File: config.mk
export PLATFORM = sky130hd
export DESIGN_NAME = multi_phase_pwm
export DESIGN_NICKNAME = d
export VERILOG_FILES = /design/src/rtl/multi_phase_pwm.sv
export SDC_FILE = /design/constraint.sdc
export NUM_CORES = 1
export LEC_CHECK = 0
export ABC_CLOCK_PERIOD_IN_PS = 4100
export BUFFER_PORTS_ARGS = -buffer_cell sky130_fd_sc_hd__buf_2
export CAP_MARGIN = 25
export CORE_ASPECT_RATIO = 1.25
export CORE_UTILIZATION = 46
export DETAILED_ROUTE_END_ITERATION = 8
export GPL_TIMING_DRIVEN = 0
export PLACE_DENSITY = 0.73
export SLEW_MARGIN = 10
export SYNTH_ARGS = -nofsm -noshare
export SYNTH_HDL_FRONTEND = slang
export SYNTH_SLANG_ARGS = --single-unit
File: constraint.sdc
create_clock -name Clk -period 4.1 [get_ports Clk]
set_clock_uncertainty 0.1 [all_clocks]
set_input_delay 0.82 -clock Clk [delete_from_list [all_inputs] [get_ports Clk]]
set_output_delay 0.82 -clock Clk [all_outputs]
set_load 0.005 [all_outputs]
File: src/rtl/multi_phase_pwm.sv
// N-channel PWM carrier (edge-aligned or valley-centred) with shadowed settings and
// complementary gate outputs. Define PWM_DEADTIME_EN to build the per-channel dead-time unit.
module multi_phase_pwm #(
    parameter int unsigned CHANNELS = 3,
    parameter int unsigned WIDTH    = 16,
    parameter int unsigned DT_WIDTH = 8
) (
    input  logic                      Clk,
    input  logic                      Reset,
    input  logic [WIDTH-1:0]          Period,
    input  logic [CHANNELS*WIDTH-1:0] Duty,
    input  logic [DT_WIDTH-1:0]       DeadTime,
    input  logic                      Mode,
    input  logic                      Enable,
    output logic [CHANNELS-1:0]       PwmHigh,
    output logic [CHANNELS-1:0]       PwmLow,
    output logic [WIDTH-1:0]          Count,
    output logic                      Dir,
    output logic                      PeriodStart
);

    typedef enum logic {
        ModeEdge   = 1'b0,
        ModeCentre = 1'b1
    } mode_e;

    localparam logic [WIDTH-1:0] CntOne = WIDTH'(1);

    logic [WIDTH-1:0] period_s;
    mode_e            mode_s;
    logic             boundary;
    logic [WIDTH:0]   period_ext;

    // Period + 1 at WIDTH+1 bits so a full-scale Period still clamps correctly.
    assign period_ext = {1'b0, Period} + {{WIDTH{1'b0}}, 1'b1};

    always_comb begin
        boundary = 1'b0;
        if (period_s == '0) begin
            boundary = 1'b1;
        end else if (mode_s == ModeCentre) begin
            boundary = (Count == '0) && !Dir;
        end else begin
            boundary = (Count >= period_s);
        end
    end

    always_ff @(posedge Clk) begin
        if (Reset) begin
            Count       <= '0;
            Dir         <= 1'b0;
            PeriodStart <= 1'b0;
            period_s    <= '0;
            mode_s      <= ModeEdge;
        end else begin
            PeriodStart <= boundary;
            if (boundary) begin
                Count    <= '0;
                Dir      <= 1'b1;
                period_s <= Period;
                mode_s   <= mode_e'(Mode);
            end else if (mode_s == ModeEdge) begin
                Count <= Count + CntOne;
                Dir   <= 1'b1;
            end else if (Dir) begin
                if (Count >= period_s) begin
                    Dir   <= 1'b0;
                    Count <= period_s - CntOne;
                end else begin
                    Count <= Count + CntOne;
                end
            end else begin
                Count <= Count - CntOne;
            end
        end
    end

`ifdef PWM_DEADTIME_EN
    logic [DT_WIDTH-1:0] dt_s;
    logic                en_q;

    always_ff @(posedge Clk) begin
        if (Reset) begin
            dt_s <= '0;
            en_q <= 1'b0;
        end else begin
            en_q <= Enable;
            if (boundary) begin
                dt_s <= DeadTime;
            end
        end
    end
`else
    logic unused_dead_time;
    assign unused_dead_time = ^DeadTime;
`endif

    for (genvar i = 0; i < CHANNELS; i++) begin : g_chan
        logic [WIDTH:0] duty_in;
        logic [WIDTH:0] duty_clamped;
        logic [WIDTH:0] duty_s;
        logic           raw;
        logic           high_q;
        logic           low_q;

        assign duty_in      = {1'b0, Duty[i*WIDTH +: WIDTH]};
        assign duty_clamped = (duty_in < period_ext) ? duty_in : period_ext;

        always_ff @(posedge Clk) begin
            if (Reset) begin
                duty_s <= '0;
                raw    <= 1'b0;
            end else begin
                if (boundary) begin
                    duty_s <= duty_clamped;
                end
                raw <= Enable && ({1'b0, Count} < duty_s);
            end
        end

`ifdef PWM_DEADTIME_EN
        logic [DT_WIDTH-1:0] dt_cnt;
        logic                raw_q;

        // Any raw edge (or enable rising) forces both gates low and restarts the dead time.
        always_ff @(posedge Clk) begin
            if (Reset) begin
                high_q <= 1'b0;
                low_q  <= 1'b0;
                dt_cnt <= '0;
                raw_q  <= 1'b0;
            end else begin
                raw_q <= raw;
                if (!Enable) begin
                    high_q <= 1'b0;
                    low_q  <= 1'b0;
                    dt_cnt <= '0;
                end else if ((raw != raw_q) || !en_q) begin
                    if (dt_s == '0) begin
                        high_q <= raw;
                        low_q  <= !raw;
                        dt_cnt <= '0;
                    end else begin
                        high_q <= 1'b0;
                        low_q  <= 1'b0;
                        dt_cnt <= dt_s;
                    end
                end else if (dt_cnt != '0) begin
                    if (dt_cnt == DT_WIDTH'(1)) begin
                        high_q <= raw;
                        low_q  <= !raw;
                    end
                    dt_cnt <= dt_cnt - DT_WIDTH'(1);
                end
            end
        end
`else
        always_ff @(posedge Clk) begin
            if (Reset) begin
                high_q <= 1'b0;
                low_q  <= 1'b0;
            end else begin
                high_q <= Enable && raw;
                low_q  <= Enable && !raw;
            end
        end
`endif

        assign PwmHigh[i] = high_q;
        assign PwmLow[i]  = low_q;
    end

endmodule

==> flow_summary.ini, run 1 <==
[status]
status = completed

[pwr]
p_int_mw = 3.56
switching_share_pct = 50.9
vdd_drop_max_uv = 448
static-leakage-power_nw = 3.86
p_clk_share_pct = 11.1
power.sequential.fraction_pct = 20.5
report.power.total_mw = 7.26
power-per-cell-area_nw_per_um2 = 835
total_switching_power_mw = 3.70
comb_power_share_pct = 68.5

[layout]
num-fill-cells = 1522
antennaDiodeCount = 0
fin_nets = 1217
most_frequent_standard_cell_in_the_layout_excluding_fill_and_tap_cells = sky130_fd_sc_hd__ha_1
area_of_all_sequential_standard_cells_um2 = 1900
final_core_util_pct = 55.2
most-common-layout-cells = sky130_fd_sc_hd__ha_1, sky130_fd_sc_hd__dfxtp_1, sky130_fd_sc_hd__buf_2
multiInputGateArea_um2 = 5100
syn2layout_area_growth_pct = 16.3
layout-drive-gt1-share_pct = 17.3

[routing]
drt_first_iter_violations = 316
detail_route.first_pass.iterations = 5
total_routed_wirelength_um = 21300
post-route-drc-count = 0
wire_per_inst_um = 17.0
detailroute.via_count = 6942
vias_per_cell = 5.54
detail-route-antenna-nets = 0

[floorplanning]
fp.dieArea_um2 = 16800
top_level_ports = 100
die_h_um = 145
rows = 51
die_w_um = 116
core_area_um2 = 15800
initial_standard_cell_utilization_of_the_core_pct = 47.4

[worst_setup_path]
cp_data_arrival_time_ns = 4.20
slowest_stage = sky130_fd_sc_hd__a211o_1
timing.critical_path.required_ns = 4.27
critical_path.max_fanout = 10
critPathKind = in -> reg
crit_chain = clkbuf_4 > and3_1 > and4_4 > nand2_1 > xnor2_2 > inv_2 > ha_1 > a21o_1 > a211o_1 > o32ai_4 > o21bai_1 > a311oi_2 > buf_4 > buf_6 > buf_8 > o211ai_1 > a21oi_1
critical_path.endpoint_type = register
setup.worst_path.start_class = input port
critPathMaxStageDelay_ns = 0.33

[cts]
cts-htree-levels = 3
clock_latency_ns = 0.34
sinks_on_the_clock_net = 95
cts-hold-fix-buffers = 0
clkTransAtPathRegs_ns = 0.07
cts.path.max_buffers = 2
tritoncts_clock_tree = done
cts_inserted_buffers = 9
clock-root-buffer = sky130_fd_sc_hd__clkbuf_16

[yosys]
synth_edf_count = 0
syn_area_per_cell_um2 = 8.05
syn-cell-area_um2 = 7480
netlist_instances = 929
synth_ff_type = sky130_fd_sc_hd__dfxtp_1
synth_async_sr_flop_share_pct = 0
ys_types = 60
yosysWarningCount = 0
postSynthNetCount = 1110
seq_area_frac_synth_pct = 25.4
yosys_register_bits = 95

[sta]
tightest_slew_ns = 0.723
min_period_ns = 4.03
setup_viol = 0
final_hold_viol_count = 0
timing.final.max_slew_violations = 0
slew-limit-headroom_pct = 51.6
clock.fmax_mhz = 248
final_min_period_over_clock_period_pct = 98.2

[global_routing]
antenna_found_initial = 0
grt_pass1_wl_um = 33500
maximum_number_of_pins_on_one_net_before_global_route_repair = 16
grt_pass1_vias = 6854
grt_overflow = 0
track_usage_pct = 26.0

[placed_design]
io_buffer_count = 91
hpwl_after_detailed_placement_um = 17000
finalWeightedCongestion = 0.880

[run]
cap_viol_max_count = 0

[worst_hold_path]
min-delay-path-class = reg -> reg
==> routing by layer <==
layer / part of all wire, % / global-route usage (%)
met1: 42 / 30.6
met2: 50 / 47.0
met3: 4.1 / 2.64
met4: 4.2 / 12.3
met5: 0 / 0
==> metrics by stage <==
| step | setup TNS, ns | setup WS (ns) | instance area (µm²) | instances | hold WS [ns] |
|---|---|---|---|---|---|
| after floorplan | 0 | 0.0588 | 7480 | 929 | 0.284 |
| after global placement | -27.56 | -0.789 | 8200 | 1232 | 0.291 |
| after detailed placement | -30.11 | -0.851 | 8200 | 1232 | 0.295 |
| after CTS | 0 | 0.00555 | 8560 | 1251 | 0.304 |
| after global routing | -0.270 | -0.0461 | 8700 | 1253 | 0.331 |
| final | 0 | 0.0735 | 8700 | 1253 | 0.302 |
==> power by group through the flow <==
stage	clock, mW	combinational, mW	sequential, mW
after floorplan	0	3.56	1.41
after global routing	0.853	5.49	1.52
after CTS	0.810	4.93	1.48
after global placement	0	4.79	1.50
final	0.803	4.97	1.49
after detailed placement	0	4.88	1.51
==> path summary, 6_finish.rpt <==
check / from / to / slack [ns] / depth (start not counted)
max: Period[2] / g_chan[0].duty_s[15]$_SDFFE_PP0P_ / 0.07 / 17
min: g_chan[2].raw$_SDFF_PP0_ / g_chan[2].low_q$_SDFF_PP0_ / 0.30 / 1
max reg2reg: Count[9]$_SDFF_PP0_ / Count[1]$_SDFF_PP0_ / 0.67 / 10
min reg2reg: g_chan[2].raw$_SDFF_PP0_ / g_chan[2].low_q$_SDFF_PP0_ / 0.30 / 1
==> repair_timing <==
item	CTS	global route
buffers inserted	3	2
resized for setup	10	27
pin swaps	4	12
setup endpoints to repair	42	42
==> cell usage after synthesis, types with 5 or more instances <==
master / instances / area [µm²]
sky130_fd_sc_hd__mux2i_1: 15 / 150
sky130_fd_sc_hd__and2_1: 10 / 62.6
sky130_fd_sc_hd__a21o_1: 23 / 173
sky130_fd_sc_hd__nor3_1: 7 / 35.0
sky130_fd_sc_hd__clkbuf_1: 23 / 86.3
sky130_fd_sc_hd__and4_1: 7 / 61.3
sky130_fd_sc_hd__nor4_1: 7 / 43.8
sky130_fd_sc_hd__a221oi_1: 8 / 70.1
sky130_fd_sc_hd__or2b_1: 6 / 45.0
sky130_fd_sc_hd__nand3_1: 33 / 165
sky130_fd_sc_hd__dfxtp_1: 95 / 1900
sky130_fd_sc_hd__o211ai_1: 28 / 210
sky130_fd_sc_hd__buf_2: 7 / 35.0
sky130_fd_sc_hd__o21ai_0: 24 / 120
sky130_fd_sc_hd__nand4_1: 8 / 50.1
sky130_fd_sc_hd__xnor2_1: 28 / 245
sky130_fd_sc_hd__o22ai_1: 27 / 169
sky130_fd_sc_hd__and3_1: 8 / 50.1
sky130_fd_sc_hd__buf_4: 13 / 97.6
sky130_fd_sc_hd__nand2_1: 85 / 319
sky130_fd_sc_hd__a211oi_1: 21 / 158
sky130_fd_sc_hd__xor2_1: 18 / 158
sky130_fd_sc_hd__nor2b_1: 6 / 37.5
sky130_fd_sc_hd__nand2b_1: 31 / 194
sky130_fd_sc_hd__inv_1: 94 / 353
sky130_fd_sc_hd__ha_1: 105 / 1310
sky130_fd_sc_hd__a21oi_1: 81 / 405
sky130_fd_sc_hd__o21bai_1: 5 / 37.5
sky130_fd_sc_hd__nor2_1: 41 / 154
sky130_fd_sc_hd__a31oi_1: 9 / 56.3
==> flip-flops by register name (all words and copies together) (netlist names) <==
register       flops
Dir                1
period_s          16
PeriodStart        1
g_chan.raw         3
Count             16
g_chan.duty_s     51
g_chan.high_q      3
mode_s             1
g_chan.low_q       3
==> critical path: cells and delay by family <==
| kind | cells | cell delay (ns) |
|---|---|---|
| xor+xnor | 1 | 0.25 |
| simple gates | 3 | 0.54 |
| buf+inv | 5 | 0.73 |
| compound gates | 7 | 1.52 |
| fa+ha+maj | 1 | 0.32 |
==> layout make-up <==
type,instances,share of cell area (%)
sequential,95,21.9
clock inverter,5,0.374
multi-input combinational,692,58.7
buffer,48,3.32
tap,212,3.05
inverter,94,4.06
timing repair buffer,96,5.76
clock buffer,11,2.91
==> logic make-up (layout without fill, tap and decap cells) <==
logic type,count (synthesis),after routing,share of synthesized area [%]
adders and majority gates,105,105,17.6
and+or+nand+nor,267,267,18.4
buffers and inverters,142,254,8.45
AOI/OAI and AO/OA,259,259,22.8
muxes,15,15,2.01
xor gates and xnor gates,46,46,5.39
DFF,95,95,25.4
Note: power is estimated with default switching activity, not from simulation.
==> run 2: changes to the inputs <==
Settings changed: PLACE_DENSITY 0.73 to 0.79.
==> run 2 against run 1 <==
The run now ends with negative setup slack left. Cell area is 0.12% higher. Register-to-register slack worse by 0.10 ns. Global-route usage shrank 0.099 points. Critical path type unchanged. Critical endpoint unchanged. Highest routed layer unchanged.
==> flow_summary.ini, run 2 (synthesis results as in run 1) <==
[sta]
final_hold_viol_count = 0
setup_viol = 1
slew-limit-headroom_pct = 48.2
post-route-worst-setup-slack_ns = -0.00342
clock.fmax_mhz = 244
final.hold.worst_slack_ns = 0.307
timing.final.max_slew_violations = 0
unrepaired_setup_endpoints_after_global_routing = true
min_period_ns = 4.10
tightest_slew_ns = 0.773
final_min_period_over_clock_period_pct = 100

[cts]
clkTransAtPathRegs_ns = 0.06
cts_inserted_buffers = 9
clock_latency_ns = 0.34
clock-root-buffer = sky130_fd_sc_hd__clkbuf_16
sinks_on_the_clock_net = 95
cts.path.max_buffers = 2
tritoncts_clock_tree = done
cts-htree-levels = 3

[worst_hold_path]
worstHoldStart = g_chan[0].raw$_SDFF_PP0_
whs_path_depth = 1
holdPathEnd = g_chan[0].low_q$_SDFF_PP0_
min-delay-path-class = reg -> reg

[layout]
most-common-layout-cells = sky130_fd_sc_hd__ha_1, sky130_fd_sc_hd__dfxtp_1, sky130_fd_sc_hd__buf_2
most_frequent_standard_cell_in_the_layout_excluding_fill_and_tap_cells = sky130_fd_sc_hd__ha_1
fin_nets = 1220
layout-drive-gt1-share_pct = 17.7
antennaDiodeCount = 0
largestRegisters = g_chan.duty_s: 51 flops, Count: 16 flops, period_s: 16 flops
largest-register = g_chan.duty_s
max_reg_flops = 51
final_core_util_pct = 55.2
syn2layout_area_growth_pct = 16.5
final_cells = 1254
design_area_um2 = 8710

[placed_design]
placedCellCount = 1232
post_place_setup_slack_ns = -0.841
detailed_place.area_um2 = 8200
finalWeightedCongestion = 0.920
io_buffer_count = 91
hpwl_after_detailed_placement_um = 17100

[worst_setup_path]
rr_startpoint = Count[9]$_SDFF_PP0_
crit-reg2reg-capture = g_chan[0].duty_s[12]$_SDFFE_PP0P_
critical_path.max_fanout = 10
cp_data_arrival_time_ns = 4.20
r2r_slack_ns = 0.57
critical_path.endpoint_type = register
critPathKind = in -> reg
timing.reg2reg.worst_path_depth = 11
setup.worst_path.start_class = input port
timing.critical_path.required_ns = 4.20

[pwr]
vdd_drop_max_uv = 392
static-leakage-power_nw = 3.87
power-per-cell-area_nw_per_um2 = 834

[status]
status = complete, but fails checks
violations = negative setup slack

[run]
cap_viol_max_count = 0

[global_routing]
grt_pass1_vias = 6714
global_route.usage.met2_pct = 46.9
antenna_found_initial = 0
maximum_number_of_pins_on_one_net_before_global_route_repair = 14
groute.layer.met3.usage_pct = 2.47
globalRoute.busiestLayer = met2
grt_pass1_wl_um = 33700
global_route.usage.met1_pct = 30.6
track_usage_pct = 25.9
grt_overflow = 0

[floorplanning]
core_area_um2 = 15800
rows = 51
fp.dieArea_um2 = 16800
die_w_um = 116
initial_standard_cell_utilization_of_the_core_pct = 47.4
top_level_ports = 100
die_h_um = 145

[routing]
wire_per_inst_um = 17.3
detailroute.via_count = 7114
drt_first_iter_violations = 385
vias_per_cell = 5.67
detail_route.first_pass.iterations = 5
total_routed_wirelength_um = 21700
detail-route-antenna-nets = 0
post-route-drc-count = 0
-- run 2: power breakdown --
part	internal, mW	total, mW	leakage [nW]	switching, mW
sequential	1.20	1.49	0.779	0.288
combinational	1.93	5.00	2.96	3.07
clock	0.437	0.776	0.132	0.338
total	3.57	7.26	3.87	3.70
-- run 2: metal layers --
| layer | part of all wire [%] | wire length (µm) | vias to the layer above |
|---|---|---|---|
| met5 | 0 | 0 | - |
| met4 | 3.9 | 835 | 0 |
| met1 | 41 | 8930 | 3311 |
| li1 | - | - | 3517 |
| met2 | 51 | 11000 | 227 |
| met3 | 4.1 | 897 | 59 |
-- run 2: final cells by class --
cell class	instances	area (µm²)
Fill cell	1483	7060
Multi-Input combinational cell	692	5110
Sequential cell	95	1900
Timing Repair Buffer	99	523
Inverter	94	353
Buffer	48	285
Tap cell	212	265
Clock buffer	13	260
Clock inverter	1	5.00
-- run 2: worst max-delay path by stage --
stage / start / to / cells after the start
3_3_place_gp: Period[0] / g_chan[0].duty_s[15]$_SDFFE_PP0P_ / 16
2_1_floorplan: Period[0] / g_chan[1].duty_s[10]$_SDFFE_PP0P_ / 15
5_1_grt: Period[1] / g_chan[0].duty_s[12]$_SDFFE_PP0P_ / 18
3_5_place_dp: Period[0] / g_chan[0].duty_s[15]$_SDFFE_PP0P_ / 16
4_1_cts: Period[1] / g_chan[0].duty_s[15]$_SDFFE_PP0P_ / 17
6_report: Period[1] / g_chan[0].duty_s[15]$_SDFFE_PP0P_ / 18
-- run 2: timing repair --
item	4_1_cts	5_1_grt
hold buffers	0	0
endpoints found under the hold margin	0	0
setup buffers	3	5
gates resized for setup	12	26
endpoints found under the setup margin	41	42
pin swaps	3	11
-- run 2: stage by stage --
step	total power [mW]	setup TNS, ns
floorplan	4.97	0
global placement	6.23	-25.73
detailed placement	6.35	-28.21
CTS	7.17	0
global route	7.80	-0.269
finish	7.26	-0.00342
-- run 2: critical path: stages --
cell,delay (ns)
sky130_fd_sc_hd__buf_2,0.14
sky130_fd_sc_hd__ha_2,0.23
sky130_fd_sc_hd__nand2_2,0.12
sky130_fd_sc_hd__nor2_2,0.13
sky130_fd_sc_hd__and3_1,0.21
sky130_fd_sc_hd__xor2_2,0.21
sky130_fd_sc_hd__inv_1,0.14
sky130_fd_sc_hd__ha_1,0.37
sky130_fd_sc_hd__nand3_2,0.15
sky130_fd_sc_hd__a211oi_4,0.36
sky130_fd_sc_hd__o32ai_4,0.15
sky130_fd_sc_hd__o31ai_2,0.21
sky130_fd_sc_hd__a311oi_2,0.14
sky130_fd_sc_hd__buf_4,0.18
sky130_fd_sc_hd__buf_6,0.14
sky130_fd_sc_hd__buf_6,0.14
sky130_fd_sc_hd__o211ai_1,0.24
sky130_fd_sc_hd__a21oi_1,0.11
==> run 3: changes to the inputs <==
Settings changed: ABC_CLOCK_PERIOD_IN_PS 4100 to 4000, PLACE_DENSITY 0.79 to 0.76.
Clock period 4.1 ns to 4 ns, I/O delays scaled along.
==> run 3 against run 2 <==
The flow now finishes without violations. Critical path type unchanged. Final cell count grew 0.56%. Critical endpoint is now g_chan[0].duty_s[0]$_SDFFE_PP0P_. Wire length shrank 1.8%. Largest cell class unchanged. Core utilization grew 1.4 points.
==> flow_summary.ini, run 3 (synthesis results as in run 1) <==
[status]
status = completed

[placed_design]
detailed_place.area_um2 = 8200
finalWeightedCongestion = 0.952
placedCellCount = 1232
io_buffer_count = 91
hpwl_after_detailed_placement_um = 16900

[routing]
detailroute.via_count = 7066
met3RoutedLength_um = 844
wirelength_met1_um = 8790
wire_per_inst_um = 16.9
detail_route.first_pass.iterations = 5
drt_first_iter_violations = 403
wl_met2_um = 10700
highest-signal-layer = met4
detail-route-antenna-nets = 0
total_routed_wirelength_um = 21300
vias_per_cell = 5.60
post-route-drc-count = 0

[worst_hold_path]
worstHoldStart = g_chan[1].raw$_SDFF_PP0_
holdPathEnd = g_chan[1].low_q$_SDFF_PP0_
min-delay-path-class = reg -> reg
whs_path_depth = 1

[global_routing]
grt_pass1_wl_um = 34000
antenna_found_initial = 0
maximum_number_of_pins_on_one_net_before_global_route_repair = 17
track_usage_pct = 26.3
grt_pass1_vias = 6893
grt_overflow = 0

[cts]
clkTransAtPathRegs_ns = 0.07
cts-htree-levels = 3
sinks_on_the_clock_net = 95
clock-root-buffer = sky130_fd_sc_hd__clkbuf_16
cts_inserted_buffers = 9
clock_latency_ns = 0.35
cts-hold-fix-buffers = 0
cts.path.max_buffers = 2
tritoncts_clock_tree = done

[worst_setup_path]
critical_path.max_fanout = 6
timing.reg2reg.worst_path_depth = 10
critPathKind = in -> reg
cp_data_arrival_time_ns = 4.07
setup.worst_path.start_class = input port
rr_startpoint = Count[13]$_SDFF_PP0_
timing.critical_path.required_ns = 4.10
crit_start = Period[3]
crit-reg2reg-capture = Count[1]$_SDFF_PP0_
critical_path.endpoint_type = register
r2r_slack_ns = 0.55

[pwr]
vdd_drop_max_uv = 482
power-per-cell-area_nw_per_um2 = 854
static-leakage-power_nw = 3.96

[sta]
setup_viol = 0
min_period_ns = 3.97
tightest_slew_ns = 0.750
clock.fmax_mhz = 252
final_min_period_over_clock_period_pct = 99.2
final_hold_viol_count = 0
setup-tns-final_ns = 0
slew-limit-headroom_pct = 49.8
timing.final.max_slew_violations = 0

[layout]
layout-drive-gt1-share_pct = 18.7
largest-register = g_chan.duty_s
syn2layout_area_growth_pct = 19.3
final_cells = 1261
most_frequent_standard_cell_in_the_layout_excluding_fill_and_tap_cells = sky130_fd_sc_hd__ha_1
most-common-layout-cells = sky130_fd_sc_hd__ha_1, sky130_fd_sc_hd__dfxtp_1, sky130_fd_sc_hd__inv_1, sky130_fd_sc_hd__buf_2, sky130_fd_sc_hd__nand2_1
largestRegisters = g_chan.duty_s: 51 flops, Count: 16 flops, period_s: 16 flops
max_reg_flops = 51
fin_nets = 1225
design_area_um2 = 8920
antennaDiodeCount = 0

[floorplanning]
die_w_um = 116
rows = 51
initial_standard_cell_utilization_of_the_core_pct = 47.4
top_level_ports = 100
fp.dieArea_um2 = 16800
core_area_um2 = 15800
die_h_um = 145

[run]
cap_viol_max_count = 0
run 3: critical path: stages:
cell,delay [ns]
sky130_fd_sc_hd__clkbuf_4,0.17
sky130_fd_sc_hd__and3_4,0.19
sky130_fd_sc_hd__and4_4,0.26
sky130_fd_sc_hd__nand2_2,0.10
sky130_fd_sc_hd__xnor2_4,0.20
sky130_fd_sc_hd__inv_2,0.10
sky130_fd_sc_hd__ha_4,0.23
sky130_fd_sc_hd__a21o_1,0.17
sky130_fd_sc_hd__a211o_1,0.29
sky130_fd_sc_hd__o32ai_4,0.36
sky130_fd_sc_hd__o21bai_1,0.13
sky130_fd_sc_hd__a311oi_2,0.31
sky130_fd_sc_hd__buf_4,0.20
sky130_fd_sc_hd__buf_8,0.13
sky130_fd_sc_hd__buf_12,0.11
sky130_fd_sc_hd__nor2_1,0.03
sky130_fd_sc_hd__a21oi_1,0.17
sky130_fd_sc_hd__a211oi_1,0.10
run 3: area by class of cell:
cell class / instances / area, µm²
fill: 1409 / 6840
multi-input combinational: 692 / 5190
sequential: 95 / 1900
timing repair buffer: 104 / 576
inverter: 94 / 353
buffer: 48 / 293
tap: 212 / 265
clock buffer: 9 / 225
clock inverter: 7 / 118
run 3: per-layer routing:
metal / vias to the layer above / global-route usage (%)
li1: 3542 / -
met1: 3257 / 30.6
met2: 214 / 47.6
met3: 53 / 2.85
met4: 0 / 12.3
met5: - / 0
run 3: how the worst max path moves through the flow:
| stage | end | slack [ns] |
|---|---|---|
| finish | g_chan[0].duty_s[0]$_SDFFE_PP0P_ | 0.03 |
| global route | g_chan[0].duty_s[15]$_SDFFE_PP0P_ | -0.05 |
| CTS | g_chan[2].duty_s[6]$_SDFFE_PP0P_ | 0.003 |
| detailed placement | g_chan[0].duty_s[15]$_SDFFE_PP0P_ | -0.77 |
| global placement | g_chan[0].duty_s[15]$_SDFFE_PP0P_ | -0.70 |
| floorplan | g_chan[1].duty_s[10]$_SDFFE_PP0P_ | 0.10 |
run 3: metrics by stage:
stage          hold WS (ns)  utilization [%]  setup slack, ns  total power [mW]
6_report              0.302             56.6           0.0338              7.62
2_1_floorplan         0.284                -            0.102              5.10
3_5_place_dp          0.296             52.0           -0.767              6.53
3_3_place_gp          0.288             52.0           -0.698              6.42
5_1_grt               0.327             56.6          -0.0462              8.27
4_1_cts               0.306             55.0          0.00344              7.57
run 3: power by group:
group / internal [mW] / total [mW] / switching (mW)
logic: 1.98 / 5.10 / 3.12
registers: 1.23 / 1.52 / 0.291
clock network: 0.613 / 0.995 / 0.381
total: 3.83 / 7.62 / 3.79
run 3: timing repair:
item / CTS / global route
buffers inserted: 2 / 11
pin swaps: 6 / 19
gates cloned: 0 / 0
setup endpoints to repair: 42 / 42
gates resized for setup: 19 / 32
